[config.mk]
export PLATFORM = sky130hd
export DESIGN_NAME = subservient_dbg_loader
export DESIGN_NICKNAME = d
export VERILOG_FILES = /design/src/rtl/subservient_dbg_loader.sv
export SDC_FILE = /design/constraint.sdc
export NUM_CORES = 1
export LEC_CHECK = 0
export ABC_AREA = 0
export CAP_MARGIN = 5
export CORE_MARGIN = 2
export CORE_UTILIZATION = 48
export CTS_CLUSTER_SIZE = 30
export DETAILED_ROUTE_END_ITERATION = 10
export PLACE_DENSITY = 0.82
export SETUP_SLACK_MARGIN = 0.5
export SLEW_MARGIN = 20
export SYNTH_ARGS = -nofsm -noshare
export SYNTH_HDL_FRONTEND = slang
export SYNTH_SLANG_ARGS = --single-unit
[constraint.sdc]
create_clock -name i_clk -period 11 [get_ports i_clk]
set_input_delay 2.2 -clock i_clk [delete_from_list [all_inputs] [get_ports i_clk]]
set_output_delay 2.2 -clock i_clk [all_outputs]
set_load 0.05 [all_outputs]
[src/rtl/subservient_dbg_loader.sv]
// Wishbone initiator that streams firmware bytes into the subservient debug port,
// packing them little-endian into 32-bit single-beat writes and holding the core in reset meanwhile.
module subservient_dbg_loader #(
  parameter int LEN_W  = 16,
  parameter int TO_CYC = 255
) (
  input  logic             i_clk,
  input  logic             i_rst,
  input  logic             i_start,
  input  logic [31:0]      i_base_adr,
  input  logic [LEN_W-1:0] i_len_words,
  input  logic [7:0]       i_byte,
  input  logic             i_byte_vld,
  output logic             o_byte_rdy,
  output logic [31:0]      o_wb_adr,
  output logic [31:0]      o_wb_dat,
  output logic [3:0]       o_wb_sel,
  output logic             o_wb_we,
  output logic             o_wb_stb,
  input  logic             i_wb_ack,
  output logic             o_debug_mode,
  output logic             o_core_rst,
  output logic             o_busy,
  output logic             o_done,
  output logic             o_err
);

  typedef enum logic [2:0] {IDLE, COLLECT, WRITE, DONE, ERR} state_t;

  state_t           state, state_d;
  logic [31:0]      base, adr, dat;
  logic [LEN_W-1:0] len, idx, idx_inc;
  logic [1:0]       bcnt;
  logic [15:0]      to_cnt;
  logic             err, core_rst, debug_mode;
  logic             go, take, acked, timeout;

  assign go      = i_start && (state == IDLE || state == ERR);
  assign take    = (state == COLLECT) && i_byte_vld;
  assign acked   = (state == WRITE) && i_wb_ack;
  assign timeout = (state == WRITE) && !i_wb_ack && (to_cnt == 16'(TO_CYC - 1));
  assign idx_inc = idx + 1'b1;

  always_ff @(posedge i_clk or posedge i_rst) begin
    if (i_rst) state <= IDLE;
    else       state <= state_d;
  end

  always_comb begin
    state_d = state;
    case (state)
      IDLE, ERR: if (i_start) state_d = (i_len_words == '0) ? DONE : COLLECT;
      COLLECT:   if (take && bcnt == 2'd3) state_d = WRITE;
      WRITE: begin
        if (i_wb_ack)     state_d = (idx_inc == len) ? DONE : COLLECT;
        else if (timeout) state_d = ERR;
      end
      DONE:      state_d = IDLE;
      default:   state_d = IDLE;
    endcase
  end

  always_ff @(posedge i_clk or posedge i_rst) begin
    if (i_rst) begin
      base       <= '0;
      len        <= '0;
      idx        <= '0;
      bcnt       <= '0;
      dat        <= '0;
      adr        <= '0;
      to_cnt     <= '0;
      err        <= 1'b0;
      core_rst   <= 1'b1;
      debug_mode <= 1'b0;
    end else begin
      if (go) begin
        base <= i_base_adr;
        len  <= i_len_words;
        idx  <= '0;
        bcnt <= '0;
        err  <= 1'b0;
      end
      if (take) begin
        dat[{bcnt, 3'b000} +: 8] <= i_byte;
        bcnt                     <= bcnt + 2'd1;
      end
      // Address is frozen on entry to WRITE so it stays stable for the whole strobe.
      if (state == COLLECT && state_d == WRITE) begin
        adr    <= base + (32'(idx) << 2);
        to_cnt <= '0;
      end
      if (state == WRITE && !i_wb_ack) to_cnt <= to_cnt + 16'd1;
      if (acked)   idx <= idx_inc;
      if (timeout) err <= 1'b1;
      // A zero-length start goes straight to DONE, so the release must win over go.
      if (state_d == DONE)  core_rst <= 1'b0;
      else if (go)          core_rst <= 1'b1;
      if (state_d == DONE || state_d == ERR) debug_mode <= 1'b0;
      else if (go)                           debug_mode <= 1'b1;
    end
  end

  assign o_byte_rdy   = (state == COLLECT);
  assign o_wb_stb     = (state == WRITE);
  assign o_wb_we      = (state == WRITE);
  assign o_wb_sel     = (state == WRITE) ? 4'hF : 4'h0;
  assign o_wb_adr     = adr;
  assign o_wb_dat     = dat;
  assign o_busy       = (state == COLLECT) || (state == WRITE);
  assign o_done       = (state == DONE);
  assign o_err        = err;
  assign o_core_rst   = core_rst;
  assign o_debug_mode = debug_mode;

endmodule

; Yosys cells after proc, flatten, opt, wreduce, memory -nomap -nowiden
; Cells that the tools add are included.
[totals]
regBits = 152
output_inout_bits = 76
[classes]
add_sub_neg = 5
n_eq_ne = 10
shift = 2
muxes = 20
n_reduce_logical = 20
[op_table]
columns = op, n
row1 = 2-to-1 mux 16 bit, 4
row2 = adder 16 x 1 -> 16 bit (second input constant), 2
row3 = adder 32 x 18 -> 32 bit, 1
row4 = bitwise mux 32 bit, 1
row5 = variable shift 8 x 7 -> 32 bit (first input constant), 1
row6 = indexed part select 8 x 7 -> 32 bit, 1
row7 = == test 16 bit, 1
row8 = == test 16 x 8 -> 1 bit (second input constant), 1
row9 = logical NOT 16 bit, 1
row10 = == test 3 x 2 -> 1 bit (second input constant), 4
row11 = 2-to-1 mux 3 bit, 4
row12 = nonzero test 2 bit, 6
row13 = case mux 3 bit (3 select lines), 1
row14 = 2-to-1 mux 2 bit, 4
row15 = logical AND 1 bit, 7
row16 = negation 5 -> 7 bit, 1
row17 = == test 3 bit (second input constant), 2
row18 = 2-to-1 mux 1 bit, 5
row19 = 2-to-1 mux 4 bit, 1
row20 = == test 3 x 1 -> 1 bit (second input constant), 1
row21 = logical NOT 3 bit, 1
row22 = logical OR 1 bit, 3
row23 = adder 2 x 1 -> 2 bit (second input constant), 1
row24 = == test 2 bit (second input constant), 1
row25 = other kinds (2), 2

; Depth between registers and ports, before layout
; Gate-level depths: netlist (run 1).
[logic_depth]
word_depth = 10
ltp_mapped = 11

; Worst setup path after synthesis (run 1)
; OpenSTA, ideal clock, no wires.
[synth_timing]
kind = flip-flop to output port
from = register state[2]
to = output port o_busy
arrival_time_ps = 1573
t_required_ps = 8800
path_slack_ps = 7227
stages_incl_launch_ff = 3
path_buffers = 0
cell_sequence = dfrtp_1 -> nor3b_2 -> or2_2
[synth_between]
elab_chain_cells = 2
word_cells_on_any_way = 3
classes_between = 2 x eq/ne / 1 x reduce/logical
[synth_rtl]
columns = element, line_no
row1 = from (decl), 30  ; state_t state, state_d;
row2 = from (signal assigned), 46  ; else state <= state_d;
row3 = == test 3 x 1 -> 1 bit, n/a
row4 = net o_byte_rdy, 14  ; output logic o_byte_rdy,
row5 = logical OR 1 bit, 109  ; assign o_busy = (state == COLLECT) || (state == WRITE);
row6 = to (decl), 23  ; output logic o_busy,
; The timed path passes the listed nets, and every way through them passes these cells.

; Worst setup path after layout (run 1)
[layout_timing]
from = input port i_wb_ack
to = register debug_mode (netlist: o_debug_mode)
[layout_between]
elab_chain_cells = 9
word_cells_on_any_way = 11
classes_between = 2 x eq/ne / 4 x mux / 5 x reduce/logical
[layout_rtl]
columns = element, line_no
row1 = from (decl), 20  ; input logic i_wb_ack,
row2 = logical NOT 1 bit, 41  ; assign timeout = (state == WRITE) && !i_wb_ack && (to_cnt == 16'(TO_CYC - 1));
row3 = logical AND 1 bit (2 in a row), 41
row4 = 2-to-1 mux 3 bit, 56  ; else if (timeout) state_d = ERR;
row5 = 2-to-1 mux 3 bit (*), 55  ; if (i_wb_ack) state_d = (idx_inc == len) ? DONE : COLLECT;
row6 = case mux 3 bit (3 select lines) (*), 51  ; case (state)
row7 = == test 3 x 2 -> 1 bit or == test 3 bit (tied branches), 98  ; if (state_d == DONE || state_d == ERR) debug_mode <= 1'b0;
row8 = logical OR 1 bit (*), 98
row9 = 2-to-1 mux 1 bit or nonzero test 2 bit (tied branches), n/a
row10 = to (signal assigned), 74  ; debug_mode <= 1'b0;
row11 = to (signal assigned), 98
row12 = to (signal assigned), 99  ; else if (go) debug_mode <= 1'b1;
row13 = to (decl), 35  ; logic err, core_rst, debug_mode;
; Mark *: on every way between the ends. The rest lies on a longest branch, timed or not.
; A chain may end at the register's enable or synchronous reset.

==> results of run 1 <==
-- worst max path at each step --
| stage | start | endpoint | slack [ns] | depth (start not counted) |
|---|---|---|---|---|
| after floorplan | i_rst | base[0] | 4.71 | 1 |
| after global placement | i_wb_ack | o_debug_mode | 6.24 | 7 |
| after detailed placement | i_wb_ack | o_debug_mode | 6.10 | 7 |
| after CTS | state[2] | o_busy | 6.51 | 3 |
| after global routing | i_wb_ack | o_debug_mode | 6.36 | 7 |
| final | i_wb_ack | o_debug_mode | 6.52 | 7 |
-- worst max-delay path, delay by kind of cell --
kind,cells,cell delay [ns]
compound gates,3,0.96
simple gates,3,1.11
buf+inv,1,0.50
-- power breakdown --
part	internal [uW]	switching (uW)	leakage, uW	total (uW)
Sequential	738	157	0.00199	895
Combinational	370	695	0.00222	1070
Clock	342	241	0.000285	583
-- cell usage after synthesis (all sizes together), types with 2 or more instances --
cell type	instances	area, sq um
nand2	282	1059
dfrtp	151	3779
o21ai	86	430.4
nor2	43	161.4
a21oi	38	193.9
nand3	34	170.2
clkbuf	33	123.9
ha	24	300.3
buf	20	133.9
xnor2	19	185.2
xor2	16	140.1
and3	15	98.84
a211oi	12	90.09
and2	12	75.07
o31ai	12	90.09
nor3	11	55.05
nor3b	11	98.84
inv	10	37.54
nand2b	8	50.05
nand4	8	50.05
nor4	8	50.05
o211ai	8	60.06
a31oi	7	43.79
and4	7	61.31
a311oi	5	43.79
o21a	5	37.54
a21o	4	30.03
nor2b	4	25.02
a311o	3	30.03
or3	3	18.77
or4	3	26.27
a22oi	2	15.01
nand3b	2	15.01
nand4b	2	17.52
o22ai	2	12.51
o311ai	2	17.52
or2	2	12.51
-- logic make-up after synthesis --
logic type / Yosys count / share of synthesized area [%]
XOR/XNOR: 36 / 4.317
multiplexers: 1 / 0.1242
flip-flops: 152 / 47.22
adder cells (fa/ha/maj): 25 / 3.975
buffers and inverters: 63 / 3.665
AO/OA/AOI/OAI: 195 / 15.02
AND/OR/NAND/NOR: 458 / 25.68
-- stage by stage --
stage	cell area, sq um	setup slack (ns)	hold slack [ns]
6_report	10080	6.517	0.4666
5_1_grt	10080	6.359	0.4888
4_1_cts	10070	6.506	0.4684
3_5_place_dp	9483	6.098	0.4554
3_3_place_gp	9483	6.238	0.4495
2_1_floorplan	8058	4.709	0.4384
-- state kept, by name, summed over array words and instances, names as in the netlist --
register and count:
base 32, o_wb_adr 32, o_wb_dat 32, idx 16
len 16, to_cnt 16, state 3, bcnt 2
o_core_rst 1, o_debug_mode 1, o_err 1
-- layer usage --
metal | global-route usage [%] | vias up | part of all wire, %
met5 | 0 | - | 0
met3 | 4.414 | 37 | 4.8
met2 | 38.37 | 221 | 49
met4 | 7.920 | 0 | 2.0
li1 | - | 3420 | -
met1 | 30.97 | 3373 | 44
-- placed cells by master, fill, tap and decap left out, types with 9 or more instances in the layout --
cell | synthesis | layout
and3_1 | 14 | 14
inv_1 | 10 | 9
clkdlybuf4s50_1 | 0 | 136
a211oi_1 | 12 | 12
nor3_1 | 11 | 11
nand2_1 | 282 | 281
dfrtp_1 | 151 | 151
nor2_1 | 43 | 43
and2_1 | 12 | 11
clkbuf_16 | 0 | 17
a21oi_1 | 37 | 37
xnor2_1 | 18 | 18
o31ai_1 | 12 | 12
o21ai_0 | 86 | 86
xor2_1 | 16 | 16
nor3b_1 | 9 | 9
ha_1 | 24 | 24
nand3_1 | 34 | 34
-- layout make-up --
class	count	area, sq um	area share (%)
inverters	10	42.54	0.4220
well taps	220	275.3	2.731
flip-flops and latches	152	3805	37.75
clock buffers	19	442.9	4.394
repair buffers	142	1410	13.99
clock inverters	13	142.6	1.415
multi-input cells	715	3961	39.30
==> impl_metrics.yaml, run 1 <==
hold_path:
  hold_depth: 2
  min_to: "o_wb_dat[29]"
  hold_class: "register to register"
  hp-start: "o_wb_dat[29]"
global_routing:
  antenna_found_initial: 0
  grt_pass1_vias: 6734
  grt_max_degree: 84
  track_usage_pct: 23.27
  gr-total-overflow: 0
  grt_pass1_wl_microns: 33470
cts:
  holdBufCountCts: 0
  h-tree-depth: 4
  clk_pin_slew_ns: 0.06
  clk_path_buf_depth: 2
  numCtsBuffers: 17
  numClockSinks: 152
  cts_root_buf: "clkbuf_16"
  cts_tree: "done"
  cts.repair.resized: 0
  clk-insertion-delay-late_ns: 0.43
  cts_setup_buffers: 0
synthesis:
  avgSynthCellArea_sq_um: 8.664
  syn_nets: 1016
  synth-seq-cells: 152
  ys_warn_count: 0
  ys_seq_area_share_pct: 47.22
  synth_enable_flop_cells: 0
  async_flop_share_pct: 100.0
  synthFlopType: "dfrtp_1"
  syn_area_sq_mm: 0.008058
  synth_cell_type_count: 62
  synthesis.instances: 930
worst_setup_path:
  ff2ff_setup_slack_ns: 7.78
  crit_chain: "clkdlybuf4s50_1, nand2_1, a211oi_1, o2111ai_1, or4_4, o41ai_2, nor3b_1"
  start_kind: "primary input"
  path_max_fanout: 25
  r2r_cells: 10
  r2r_start: "idx[0]"
  slowest_stage: "or4_4"
  crit_type: "primary input to register"
  cp.required_ns: 11.30
  max_stage_delay_ns: 0.55
  worst_setup_path_end_kind: "register"
  r2r-end: "o_wb_adr[30]"
  cp.arrival_ns: 4.78
die:
  core_sq_mm: 0.01652
  initial_core_util_pct: 48.76
  fp.dieW_microns: 133.6
  fp-row-count: 47
  die_area_sq_mm: 0.01784
  die_h_microns: 133.6
  pin_count: 137
job:
  maxCapViolCount: 0
timing:
  period_minus_slack_ns: 4.483
  worstMarginPinSlew_ns: 1.059
  skew_ns: 0.008455
  post-route-period-util_pct: 40.75
  fmax_mhz: 223.1
  slew_violations: 0
  relSlewSlack_pct: 29.39
  setup-tns-final_ns: 0
  hold_viol_final: 0
  setup_viol: 0
  rsz0062_at_grt: "no"
finish:
  final_util_pct: 61.00
  syn_to_final_growth_pct: 25.09
  fin_cells: 1271
  layout-drive-gt1-share_pct: 5.043
  diodes: 0
  nNetsFinal: 1124
  fillCellCount: 1384
placed_design:
  gp_congestion: 0.8524
  post-place-cells: 1238
  dp.final_hpwl_microns: 13990
  port_buffers: 136
route:
  drc: 0
  firstDrtPassIters: 5
  via_per_inst: 5.548
  drt-total-wl_microns: 20170
  routedWlPerCell_microns: 15.87
  via_count: 7051
  antenna_left: 0
  detail_route.iter0.violations: 527
power:
  leakage_uw: 0.004491
  power_uw: 2543
  ir_drop_v: 0.0001196
  power_density_mw_per_mm2: 252.3
run_status:
  status: "completed"
Power figures use the tool's default switching activity.
==> run 2, diff against run 1 <==
- clock period: 11 -> 4.7 ns (I/O delays scaled with it)
==> run 2 against run 1 <==
  * Sequential share of layout area decreased by 0.21 points
  * Clock skew increased by 0.0029 ns
  * Combinational power increased by 130%
==> impl_metrics.yaml, run 2 (same netlist as run 1, synthesis figures left out) <==
run_status:
  status: "completed"
cts:
  numClockSinks: 152
  h-tree-depth: 4
  numCtsBuffers: 17
  holdBufCountCts: 0
  clk_pin_slew_ns: 0.07
  cts_setup_buffers: 0
  cts.repair.resized: 0
  clk_path_buf_depth: 2
  cts_root_buf: "clkbuf_16"
  clk-insertion-delay-late_ns: 0.43
  cts_tree: "done"
power:
  netSwitchingPower_uw: 2566
  leakage_uw: 0.004510
  p_int_uw: 3449
  ir_drop_v: 0.0002977
  switching_share_pct: 42.66
  power_density_mw_per_mm2: 593.4
  p_seq_share_pct: 34.7
  comb_power_share_pct: 41.6
  clkPwrFrac_pct: 23.6
timing:
  skew_ns: 0.01136
  timing.hold.ws_ns: 0.4776
  post-route-period-util_pct: 69.06
  fmax_mhz: 308.1
  slew_violations: 0
  hold_viol_final: 0
  setup_viol: 0
  rsz0062_at_grt: "no"
  worstMarginPinSlew_ns: 0.9713
  period_minus_slack_ns: 3.246
  setup-tns-final_ns: 0
  relSlewSlack_pct: 35.24
worst_setup_path:
  cp.required_ns: 3.76
  crit_cells: 3
  max_stage_delay_ns: 0.79
  worst_setup_path_end_kind: "output port"
  cp_num_buf_inv: 1
  r2r_cells: 8
  path_max_fanout: 11
  slowest_stage: "clkdlybuf4s50_1"
  crit_chain: "nor3b_4, or2_2, clkdlybuf4s50_1"
  crit_type: "register to output port"
  critical-path-top-delay-family: "buffers and inverters"
  cp.arrival_ns: 2.31
  start_kind: "register"
die:
  core_sq_mm: 0.01652
  die_h_microns: 133.6
  fp.dieW_microns: 133.6
  pin_count: 137
  fp-row-count: 47
  die_area_sq_mm: 0.01784
  initial_core_util_pct: 48.76
route:
  detail_route.iter0.violations: 587
  routedWlPerCell_microns: 15.95
  antenna_left: 0
  firstDrtPassIters: 5
  via_count: 7080
  drt-total-wl_microns: 20320
  via_per_inst: 5.557
  drc: 0
global_routing:
  track_usage_pct: 23.51
  gr-total-overflow: 0
  grt_max_degree: 153
  grt_pass1_vias: 6680
  antenna_found_initial: 0
  grt_pass1_wl_microns: 33510
placed_design:
  port_buffers: 136
  dp.final_hpwl_microns: 13860
  dpl_cell_area_sq_mm: 0.009524
  gp_congestion: 0.8508
finish:
  layout-drive-gt1-share_pct: 5.313
  syn_to_final_growth_pct: 25.81
  fin_area_sq_mm: 0.01014
  nNetsFinal: 1127
  fillCellCount: 1372
  final_common_cell: "nand2_1"
  final_util_pct: 61.35
  final_cell_mix: "nand2_1 (281), dfrtp_1 (151), clkdlybuf4s50_1 (136), o21ai_0 (86), nor2_1 (43)"
  diodes: 0
  multiInputGateArea_sq_mm: 0.003961
  register_area_sq_mm: 0.003805
hold_path:
  hold_class: "register to register"
  hold_depth: 2
job:
  maxCapViolCount: 0
## run 2: cell count changes in the layout (fill, tap and decap cells not counted), sizes merged
cell,before,now
buf,6,9
bufinv,2,3
clkinvlp,2,4
inv,14,11
## run 2: metrics by stage
| stage | total power (uW) | worst slack, ns | instances |
|---|---|---|---|
| finish | 6016 | 1.454 | 1274 |
| global route | 6343 | 1.377 | 1274 |
| CTS | 6034 | 1.447 | 1274 |
| detailed placement | 4589 | 1.448 | 1242 |
| global placement | 4529 | 1.506 | 1242 |
| floorplan | 3761 | 1.844 | 930 |
## run 2: area by class of cell
type	instances	area share (%)
Clock buffer	19	4.369
Clock inverter	13	1.679
Tap cell	220	2.715
Sequential cell	152	37.53
Timing Repair Buffer	145	14.22
Inverter	10	0.4073
Multi-Input combinational cell	715	39.08
## run 2: worst paths after layout
path	from	to	slack (ns)
setup / recovery	state[2]	o_busy	1.45
hold / removal	o_wb_dat[6]	o_wb_dat[6]	0.48
setup reg to reg	idx[6]	o_wb_adr[22]	1.58
hold reg to reg	o_wb_dat[6]	o_wb_dat[6]	0.48
max in group asynchronous	i_rst	o_wb_adr[11]	2.98
min in group asynchronous	i_rst	base[27]	1.07
## run 2: worst min-delay path: cells and delay by family, from the launching register on
family           cells  cell delay (ns)
AND/OR/NAND/NOR      1             0.04
AO/OA/AOI/OAI        1             0.06
flip-flops           1             0.34
## run 2: power groups by stage
stage / Combinational, uW / Sequential [uW] / Clock (uW)
floorplan: 1060 / 2700 / 0
global placement: 2440 / 2090 / 0
detailed placement: 2490 / 2100 / 0
CTS: 2520 / 2080 / 1430
global route: 2700 / 2140 / 1500
finish: 2500 / 2090 / 1420
## run 2: per-layer routing
layer  global-route usage [%]  up-vias  wire length, microns
met3                    4.604       43                  1038
met4                    9.102        0                   444
met1                    31.03     3377                  8864
met5                        0        -                     0
li1                         -     3445                     -
met2                    38.49      215                  9969
==> run 3, diff against run 2 <==
- PLACE_DENSITY: 0.82 -> 0.85
- clock period: 4.7 -> 2.9 ns (I/O delays scaled with it)
==> run 3 against run 2 <==
  * Utilization grew 4.6 points
  * Clock skew shrank 0.0048 ns
  * Setup slack lost 1.2 ns
  * Non-clock buffer count grew 48
  * Sequential cell count is the same
  * Clock power grew 65%
  * Critical endpoint is now o_wb_adr[31]
  * Highest routed layer unchanged
==> impl_metrics.yaml, run 3 (same netlist as run 1, synthesis figures left out) <==
run_status:
  status: "completed"
cts:
  clk-insertion-delay-late_ns: 0.43
  clk_path_buf_depth: 2
  holdBufCountCts: 0
  clk_pin_slew_ns: 0.06
  numClockSinks: 152
  cts_root_buf: "clkbuf_16"
  cts_tree: "done"
  numCtsBuffers: 17
  h-tree-depth: 4
worst_setup_path:
  worst_setup_path_end_kind: "register"
  path_max_fanout: 6
  crit_chain: "ha_4, o211ai_1, o211ai_1, a211oi_2, a21oi_2, a22oi_2, nor4_1, or3_1"
  slowest_stage: "dfrtp_2"
  start_kind: "register"
  cp.arrival_ns: 2.93
  crit_top_cell: "o211ai_1"
  crit_type: "register to register"
  max_stage_delay_ns: 0.46
  cp.required_ns: 3.20
power:
  p_seq_share_pct: 33.8
  power_density_mw_per_mm2: 934.5
  ir_drop_v: 0.0004909
  p_int_uw: 5875
  clkPwrFrac_pct: 23.1
  leakage_uw: 0.004842
  switching_share_pct: 42.33
  comb_power_share_pct: 43.1
  netSwitchingPower_uw: 4313
timing:
  timing.hold.ws_ns: 0.4664
  post-route-period-util_pct: 90.57
  hold_viol_final: 0
  fmax_mhz: 380.7
  relSlewSlack_pct: 39.23
  rsz0062_at_grt: "yes"
  setup_viol: 0
  setup-tns-final_ns: 0
  slew_violations: 0
  worstMarginPinSlew_ns: 0.9046
  period_minus_slack_ns: 2.626
  skew_ns: 0.006558
finish:
  layout-drive-gt1-share_pct: 15.23
  diodes: 0
  fin_area_sq_mm: 0.01090
  fillCellCount: 1253
  final_cell_mix: "nand2_1 (280), dfrtp_1 (142), clkdlybuf4s50_1 (126), o21ai_0 (83), buf_4 (46)"
  final_common_cell: "nand2_1"
  syn_to_final_growth_pct: 35.31
  multiInputGateArea_sq_mm: 0.004307
  final_util_pct: 65.98
  register_area_sq_mm: 0.003816
  nNetsFinal: 1176
die:
  core_sq_mm: 0.01652
  initial_core_util_pct: 48.76
  fp.dieW_microns: 133.6
  die_area_sq_mm: 0.01784
  die_h_microns: 133.6
  fp-row-count: 47
  pin_count: 137
global_routing:
  antenna_found_initial: 0
  grt_pass1_wl_microns: 37140
  grt_max_degree: 43
  gr-total-overflow: 0
  track_usage_pct: 26.15
  grt_pass1_vias: 7321
route:
  via_per_inst: 5.782
  drt-total-wl_microns: 23340
  routedWlPerCell_microns: 17.64
  detail_route.iter0.violations: 686
  via_count: 7650
  firstDrtPassIters: 5
  drc: 0
  antenna_left: 0
job:
  maxCapViolCount: 0
placed_design:
  dp.final_hpwl_microns: 15200
  gp_congestion: 0.8775
  port_buffers: 136
  dpl_cell_area_sq_mm: 0.009746
hold_path:
  hold_class: "register to register"
[run 3: what timing repair did]
item                                   in CTS  in global routing
resized for setup                          55                 48
pin swaps                                  31                 23
buffers inserted                           16                 13
gates cloned                                2                  0
endpoints found under the hold margin       0                  0
setup endpoints to repair                  28                 30
[run 3: per-layer routing]
| layer | share of wire [%] | vias to the layer above | wire (microns) | global-route usage [%] |
|---|---|---|---|---|
| li1 | - | 3536 | - | - |
| met1 | 40 | 3694 | 9420 | 34.07 |
| met2 | 50 | 349 | 11670 | 43.16 |
| met3 | 6.6 | 71 | 1538 | 5.403 |
| met4 | 3.0 | 0 | 710 | 9.988 |
| met5 | 0 | - | 0 | 0 |
[run 3: path summary, 6_finish.rpt]
kind	from	endpoint	slack, ns	depth (start not counted)
setup / recovery	idx[2]	o_wb_adr[31]	0.27	8
hold / removal	o_wb_dat[29]	o_wb_dat[29]	0.47	2
setup reg to reg	idx[2]	o_wb_adr[31]	0.27	8
hold reg to reg	o_wb_dat[29]	o_wb_dat[29]	0.47	2
max in group asynchronous	i_rst	to_cnt[0]	1.68	3
min in group asynchronous	i_rst	o_wb_adr[24]	0.60	2
[run 3: metrics by stage]
step | worst slack (ns) | instances | power, uW
global placement | 0.3386 | 1260 | 7463
CTS | 0.2768 | 1310 | 10060
floorplan | 0.3194 | 930 | 6115
detailed placement | 0.2793 | 1260 | 7580
finish | 0.2735 | 1323 | 10190
global route | 0.2340 | 1323 | 10700
[run 3: layout make-up]
cell class	count	share of cell area [%]
inverter	10	0.4017
clock inverter	8	1.320
clock buffer	24	4.326
timing repair buffer	193	16.93
tap	220	2.525
multi-input combinational	716	39.50
sequential	152	35.00
[run 3: power by group through the flow]
stage                     Combinational (uW)  Sequential, uW  Clock, uW
after global routing                    4710            3520       2470
after detailed placement                4170            3410          0
after floorplan                         1740            4380          0
after CTS                               4300            3400       2360
final                                   4390            3440       2350
after global placement                  4070            3390          0
[run 3: critical path: cells and delay by family (launching register included)]
kind,cells,cell delay (ns)
AOI/OAI and AO/OA,5,1.40
adders and majority gates,1,0.26
DFF,1,0.46
and+or+nand+nor,2,0.38
